[src/rtl/fetch_pkg.sv]
// Shared types for the instruction fetch queue: FSM states, fetch granularity
// and the queue entry layout (PC alongside the fetched word).
package fetch_pkg;

  typedef enum logic {
    RUN   = 1'b0,
    DRAIN = 1'b1
  } fetch_state_t;

  localparam int INSTR_BYTES = 4;

  typedef struct packed {
    logic [31:0] pc;
    logic [31:0] instr;
  } fetch_entry_t;

endpackage

[src/rtl/sync_fifo.sv]
// Single-clock FIFO with synchronous clear and an occupancy count.
// Pushes into a full FIFO and pops from an empty one are ignored.
module sync_fifo #(
  parameter int WIDTH = 64,
  parameter int DEPTH = 4
) (
  input  logic                   clk,
  input  logic                   clear,
  input  logic                   push,
  input  logic [WIDTH-1:0]       din,
  input  logic                   pop,
  output logic [WIDTH-1:0]       dout,
  output logic [$clog2(DEPTH):0] count,
  output logic                   full,
  output logic                   empty
);

  localparam int AW = $clog2(DEPTH);

  logic [WIDTH-1:0] mem [DEPTH];
  logic [AW-1:0]    wr_ptr;
  logic [AW-1:0]    rd_ptr;
  logic             do_push;
  logic             do_pop;

  assign full    = (count == (AW+1)'(DEPTH));
  assign empty   = (count == '0);
  assign do_push = push & ~full;
  assign do_pop  = pop & ~empty;
  assign dout    = mem[rd_ptr];

  // pointer and count bookkeeping; clear wins over any push/pop in the same cycle
  always_ff @(posedge clk) begin
    if (clear) begin
      wr_ptr <= '0;
      rd_ptr <= '0;
      count  <= '0;
    end else begin
      if (do_push) begin
        mem[wr_ptr] <= din;
        wr_ptr      <= wr_ptr + 1'b1;
      end
      if (do_pop) rd_ptr <= rd_ptr + 1'b1;
      count <= count + (AW+1)'(do_push) - (AW+1)'(do_pop);
    end
  end

endmodule

[src/rtl/instr_fetch_queue.sv]
// Fetch stage: issues in-order word requests to imem, buffers returned words with
// their PCs and hands them to decode on valid/ready. A redirect flushes the queue;
// responses already in flight at that point are counted down and thrown away.
//
//   state | meaning
//   RUN   | issuing requests and queueing responses
//   DRAIN | waiting out stale responses after a redirect, no new requests
module instr_fetch_queue
  import fetch_pkg::*;
#(
  parameter int          DEPTH           = 4,
  parameter int          MAX_OUTSTANDING = 2,
  parameter logic [31:0] RESET_PC        = 32'h0
) (
  input  logic        clk,
  input  logic        reset,
  output logic        imem_req,
  output logic [31:0] imem_addr,
  input  logic        imem_gnt,
  input  logic        imem_rvalid,
  input  logic [31:0] imem_rdata,
  output logic        instr_valid,
  output logic [31:0] instr,
  output logic [31:0] instr_pc,
  input  logic        instr_ready,
  input  logic        redirect,
  input  logic [31:0] redirect_pc
);

  localparam int CW = $clog2(DEPTH) + 1;

  fetch_state_t  state;
  logic [31:0]   fetch_pc;
  logic [31:0]   rsp_pc;
  logic [CW-1:0] outstanding;
  logic [CW-1:0] drop_cnt;
  logic [CW-1:0] occupancy;
  logic [CW-1:0] out_after_rsp;
  logic [CW-1:0] drop_after_rsp;
  logic          rsp_live;
  logic          credit_ok;
  logic          gnt_fire;
  logic          push;
  logic          pop;
  logic          fifo_full;
  logic          fifo_empty;
  fetch_entry_t  head;
  fetch_entry_t  push_entry;

  // a response only counts against a request that is actually outstanding
  assign rsp_live       = imem_rvalid & (outstanding != '0);
  assign out_after_rsp  = outstanding - CW'(rsp_live);
  assign drop_after_rsp = drop_cnt - CW'(imem_rvalid & (drop_cnt != '0));

  // queued entries plus in-flight requests never exceed the queue size,
  // so a returning word always has room
  assign credit_ok = (({1'b0, occupancy} + {1'b0, outstanding}) < (CW+1)'(DEPTH))
                   && (outstanding < CW'(MAX_OUTSTANDING));

  assign imem_req    = reset & ~redirect & (state == RUN) & credit_ok;
  assign imem_addr   = fetch_pc;
  assign gnt_fire    = imem_req & imem_gnt;
  assign push        = reset & ~redirect & (state == RUN) & rsp_live;
  assign instr_valid = reset & ~redirect & ~fifo_empty;
  assign pop         = instr_valid & instr_ready;
  assign instr       = head.instr;
  assign instr_pc    = head.pc;
  assign push_entry  = '{pc: rsp_pc, instr: imem_rdata};

  sync_fifo #(
    .WIDTH($bits(fetch_entry_t)),
    .DEPTH(DEPTH)
  ) u_fifo (
    .clk  (clk),
    .clear(~reset | redirect),
    .push (push),
    .din  (push_entry),
    .pop  (pop),
    .dout (head),
    .count(occupancy),
    .full (fifo_full),
    .empty(fifo_empty)
  );

  // FSM, PC registers and the outstanding/drop counters
  always_ff @(posedge clk) begin
    if (!reset) begin
      state       <= RUN;
      fetch_pc    <= RESET_PC;
      rsp_pc      <= RESET_PC;
      outstanding <= '0;
      drop_cnt    <= '0;
    end else if (redirect) begin
      fetch_pc    <= redirect_pc & ~32'h3;
      rsp_pc      <= redirect_pc & ~32'h3;
      drop_cnt    <= out_after_rsp;
      outstanding <= out_after_rsp;
      state       <= (out_after_rsp != '0) ? DRAIN : RUN;
    end else begin
      case (state)
        RUN: begin
          if (gnt_fire) fetch_pc <= fetch_pc + 32'(INSTR_BYTES);
          if (push) rsp_pc <= rsp_pc + 32'(INSTR_BYTES);
          outstanding <= outstanding + CW'(gnt_fire) - CW'(push);
        end
        DRAIN: begin
          drop_cnt    <= drop_after_rsp;
          outstanding <= drop_after_rsp;
          if (drop_after_rsp == '0) state <= RUN;
        end
        default: state <= RUN;
      endcase
    end
  end

  // imem must not return more words than were requested, and the credit
  // scheme must never let a push meet a full queue
  a_no_spurious_rvalid: assert property (@(posedge clk) disable iff (!reset)
    imem_rvalid |-> (outstanding != '0));
  a_no_push_when_full: assert property (@(posedge clk) disable iff (!reset)
    push |-> !fifo_full);

endmodule
[config.mk]
export PLATFORM = sky130hd
export DESIGN_NAME = instr_fetch_queue
export DESIGN_NICKNAME = d
export VERILOG_FILES = /design/src/rtl/fetch_pkg.sv /design/src/rtl/sync_fifo.sv /design/src/rtl/instr_fetch_queue.sv
export SDC_FILE = /design/constraint.sdc
export NUM_CORES = 1
export LEC_CHECK = 0
export CELL_PAD_IN_SITES_DETAIL_PLACEMENT = 1
export CELL_PAD_IN_SITES_GLOBAL_PLACEMENT = 1
export CORE_MARGIN = 10
export CORE_UTILIZATION = 46
export DETAILED_ROUTE_END_ITERATION = 7
export MAX_ROUTING_LAYER = met4
export PLACE_DENSITY = 0.84
export SYNTH_ARGS = -nofsm -noshare
export SYNTH_HDL_FRONTEND = slang
export SYNTH_SLANG_ARGS = --single-unit
[constraint.sdc]
create_clock -name clk -period 4 [get_ports clk]
set_input_delay 0.6 -clock clk [delete_from_list [all_inputs] [get_ports clk]]
set_output_delay 0.6 -clock clk [all_outputs]
set_load 0.005 [all_outputs]
Word level (Yosys, flattened, before mapping)
Memories as Yosys holds them, arrays and structs flattened. A register that Yosys moved wholly into a read port is not among the register bits.
Cells that the tools add are included.
{ "op_classes": {"order_cmp": 2, "n_mux": 19, "n_addsub": 11, "n_eq_ne": 2, "bitwise_logic": 17, "n_reduce_logical": 14} }
{ "ops": {"columns": ["operator", "count"], "rows": [
  ["two-way mux 32 bit", 6],
  ["adder 32 x 3 -> 32 bit, second input constant", 2],
  ["subtractor 3 x 1 -> 3 bit", 4],
  ["AND 1 bit", 11],
  ["two-way mux 3 bit", 3],
  ["nonzero test 3 bit", 3],
  ["AND reduction 2 bit", 4],
  ["two-way mux 1 bit", 7],
  ["adder 3 x 1 -> 3 bit", 2],
  ["logical NOT 3 bit", 2],
  ["case mux 3 bit (2 select lines)", 1],
  ["nonzero test 2 bit", 3],
  ["NOT 1 bit", 5],
  ["adder 2 x 1 -> 2 bit, second input constant", 2],
  ["adder 3 x 3 -> 4 bit", 1],
  ["less-than comparator 4 x 3 -> 1 bit, second input constant", 1],
  ["two-way mux 2 bit", 2],
  ["== test 3 bit, second input constant", 1],
  ["less-than comparator 3 x 2 -> 1 bit, second input constant", 1],
  ["inequality test 2 bit, second input constant", 1],
  ["OR reduction 2 bit", 1],
  ["logical AND 1 bit", 1],
  ["bitwise OR 1 bit", 1]
]} }
{ "totals": {"mem_count": 1, "register_bits": 78, "ramBits": 256, "in_bits": 70, "output_inout_bits": 98} }
{ "mem_list": {"columns": ["memory", "words", "word_bits", "rd", "rd_ports_with_merged_regs", "write_ports", "line_no", "source"], "rows": [
  ["u_fifo.mem", 4, 64, 1, 1, 1, "sync_fifo.sv:20", "logic [WIDTH-1:0] mem [DEPTH];"]
]} }

Longest topological paths before layout
{ "logic_depth": {"word_depth": 9, "ltp_mapped": 14} }

Hierarchy
A second synthesis with hierarchy kept.
{ "unflattened": {"hier_cells": 878, "hier_area_um2": 13728.2} }
{ "modules_own_cells": {"columns": ["module", "n_inst", "seq_area_each_um2", "cells_per_inst", "area_per_inst_um2"], "rows": [
  ["sync_fifo", 1, 7867.5, 385, 9793.1],
  ["instr_fetch_queue", 1, 1341.3, 493, 3935.0]
]} }

Worst setup path after synthesis
No wires, ideal clock.
{ "synth_path": {"kind": "in2reg", "startpoint": "input port redirect", "endpoint": "memory u_fifo.mem[1][0], enable pin", "setup_time_ps": 426, "required_time_ps": 3574, "stages": 5, "setup_slack_ps": 660, "n_path_buf": 1, "arrival_ps": 2913, "path_cell_list": "buf_6 -> nor3b_4 -> nand2_2 -> a21oi_2 -> and2_1"} }
{ "synth_between": {"elab_chain_cells": 8, "elab_cells_between_ends": 9, "classes_between": "mux (3); bitwise (6)"} }
{ "synth_rtl": {"columns": ["item", "line_no", "source"], "rows": [
  ["start, declared", "instr_fetch_queue.sv:26", "input logic redirect,"],
  ["NOT 1 bit", "instr_fetch_queue.sv:63", "assign push = reset & ~redirect & (state == RUN) & rsp_live;"],
  ["AND 1 bit (3 in series)", "instr_fetch_queue.sv:63", null],
  ["AND 1 bit", "sync_fifo.sv:28", "assign do_push = push & ~full;"],
  ["named net u_fifo.do_push", "sync_fifo.sv:23", "logic do_push;"],
  ["two-way mux 1 bit", "sync_fifo.sv:39", "if (do_push) begin"],
  ["two-way mux 1 bit", "sync_fifo.sv:34", "if (clear) begin"],
  ["two-way mux 1 bit (not written as such)", "sync_fifo.sv:40", "mem[wr_ptr] <= din;"],
  ["end, declared", "sync_fifo.sv:20", null]
]} }
The timed path passes the listed nets, and every way through them passes these cells.

==> results.json <==
{
  "status": "finished clean",
  "cts-htree-levels": 2,
  "fp.dieW_um": 191,
  "cts-root-buf": "clkbuf_16",
  "clkTransAtPathRegs_ns": 0.06,
  "netlist_area_um2": 13400,
  "io_pins": 168,
  "final_area_um2": 16600,
  "muxShareOfSynthArea_pct": 11.1,
  "die_h_um": 191,
  "place_area_um2": 15500,
  "grt-ovfl-total": 0,
  "synth_cells": 878,
  "synth-seq-cells": 324,
  "wl_per_cell_um": 23.7,
  "port-buffer-count": 161,
  "antenna_found_initial": 0,
  "max_freq_mhz": 320,
  "p_sw_share_pct": 22.9,
  "gp_congestion": 0.863,
  "syn_avg_cell_area_um2": 15.2,
  "arrival_ns": 2.52,
  "drv_slew": 0,
  "switchingPower_mw": 1.75,
  "grt_pass1_wl_mm": 54.0,
  "postCtsSetupBuffers": 0,
  "syn_to_final_growth_pct": 24.0,
  "worstPathMaxFanout": 15,
  "tightest_slew_ns": 1.12,
  "first_iter_violations": 685,
  "rr_endpoint": "outstanding[1]$_SDFF_PN0_",
  "cts_made_buffers": 34,
  "p_per_area_nw_per_um2": 463,
  "drive_above_1_share_pct": 14.2,
  "critPathKind": "flop to output pin",
  "cap_violations": 0,
  "dp_slack_ns": 0.425,
  "core.rowCount": 62,
  "synth-xor-area-share_pct": 2.29,
  "design.core.area_um2": 28700,
  "dieArea_um2": 36300,
  "grt_pass1_vias": 9180,
  "vias": 8443,
  "worst_ir_drop_vdd_mv": 0.219,
  "min_path_cells": 2,
  "internal-power_mw": 5.92,
  "drtAntennaViolNets": 0,
  "leakage_nw": 5.43,
  "cts_tree": "done",
  "cts.path.max_buffers": 3,
  "skew_ns": 0.0121,
  "cts.sinks": 324,
  "finalNetCount": 1138,
  "cts_hold_buf": 0,
  "endpoint_kind": "output pin",
  "rsz0062_at_grt": "no",
  "grtUsageTotal_pct": 19.5,
  "pwr-share-seq_pct": 50.5,
  "timing.setup.tns_ns": 0,
  "max_slew_margin_pct": 25.2,
  "synth-simple-area-share_pct": 9.41,
  "initial_core_util_pct": 46.6,
  "yosys-top-cells-area": "edfxtp_1 56%, dfxtp_1 11%, mux4_2 10%, a21oi_1 1.8%, ha_1 1.6%",
  "n_fill_cell": 2716,
  "cp-start-kind": "flop",
  "min_from": "drop_cnt[2]$_SDFFE_PN0P_",
  "synth-async-reset-ratio_pct": 0,
  "combPwrFrac_pct": 9.4,
  "reg2reg_slack_ns": 1.10,
  "fin_ws_ns": 0.876,
  "firstDrtPassIters": 5,
  "hold_ws_ns": 0.487,
  "hold_path.class": "flop to flop",
  "synth_top_area_share_pct": 55.7,
  "yosys.cell_count.top_type": "edfxtp_1",
  "routed_wl_mm": 34.5,
  "required_ns": 3.40,
  "yosysWarnings": 0,
  "synth_common_cells": "248 x edfxtp_1, 76 x dfxtp_1, 62 x mux4_2",
  "period_needed_ns": 3.12,
  "grt_max_degree": 54,
  "min_to": "drop_cnt[2]$_SDFFE_PN0P_",
  "hpwl_mm": 23.3,
  "insertion_delay_ns": 0.51,
  "clkPwrFrac_pct": 40.1,
  "synth_compound_gate_area_share_pct": 6.00,
  "antenna_cells": 0,
  "hold_viol": 0,
  "ys_seq_area_share_pct": 67.1,
  "synth_edf_count": 248,
  "cts_resized": 0,
  "synth_area_leader_cell": "edfxtp_1",
  "viasPerCell": 5.79,
  "r2r_start": "outstanding[2]$_SDFF_PN0_",
  "finalSetupViolations": 0,
  "worstRegToRegCells": 11,
  "synth_top_family_by_area": "multiplexers",
  "period_share_pct": 78.1,
  "synthAdderAreaFrac_pct": 1.89,
  "drc": 0,
  "ys.flop_type": "edfxtp_1",
  "synth_cell_type_count": 68
}
==> per-stage QoR <==
stage	power [mW]	utilization (%)	cells
2_1_floorplan	4.29	-	881
3_3_place_gp	4.63	54.0	1397
4_1_cts	7.74	57.8	1457
3_5_place_dp	4.66	54.0	1397
6_report	7.67	57.8	1457
5_1_grt	7.98	57.8	1457
==> cell usage in the layout, fill, tap and decap left out, types with 15 or more instances in the layout <==
cell             count
edfxtp_1           248
clkdlybuf4s50_1    161
dfxtp_1             74
mux4_2              62
a21oi_1             47
nor2_1              41
nand2_1             40
o21ai_0             36
clkbuf_16           35
nand3_1             32
nand4_1             26
xor2_1              23
and3_1              19
inv_1               18
ha_1                17
nor3_1              15
==> power groups by stage <==
stage	Sequential, mW	Clock, mW	Combinational (mW)
global route	3.89	3.28	0.801
global placement	3.93	0	0.697
CTS	3.87	3.14	0.729
floorplan	3.89	0	0.393
detailed placement	3.94	0	0.720
finish	3.88	3.07	0.719
==> kinds of logic after synthesis <==
logic type / Yosys count
compound gates: 133
xor+xnor: 35
buf+inv: 68
flops: 324
other cells: 1
fa+ha+maj: 19
mux: 70
simple gates: 228
==> layer usage <==
metal,part of all wire [%],track usage (%)
met1,44,25.4
met2,48,31.1
met3,5.9,3.84
met4,1.6,4.36
met5,0,-
==> worst max-delay path: stages, from the launching register on <==
cell	delay [ns]
dfxtp_4	0.54
buf_4	0.38
mux4_2	0.56
clkdlybuf4s50_1	0.52
==> registers in the layout, indices dropped and copies added (netlist names), named ones only <==
signal	flops
imem_addr	30
u_fifo.wr_ptr	2
outstanding	3
u_fifo.rd_ptr	2
u_fifo.count	3
rsp_pc	30
state	1
u_fifo.mem	248
drop_cnt	3
==> layout make-up <==
type / instances / area (um2) / share of cell area [%]
Sequential cell: 324 / 8970 / 54.1
Clock inverter: 14 / 169 / 1.02
Timing Repair Buffer: 180 / 1840 / 11.1
Clock buffer: 46 / 917 / 5.53
Tap cell: 384 / 480 / 2.90
Inverter: 20 / 77.6 / 0.468
Multi-Input combinational cell: 489 / 4120 / 24.8
==> worst max-delay path by stage <==
stage             start                           to  cells after the start
2_1_floorplan  redirect   u_fifo.mem[1][0]$_DFFE_PP_                      5
3_3_place_gp      reset  u_fifo.mem[1][57]$_DFFE_PP_                      6
3_5_place_dp      reset   u_fifo.mem[1][6]$_DFFE_PP_                      6
4_1_cts            flop                 instr_pc[20]                      3
5_1_grt            flop                 instr_pc[20]                      3
6_report           flop                 instr_pc[20]                      3
Power figures use the tool's default switching activity.
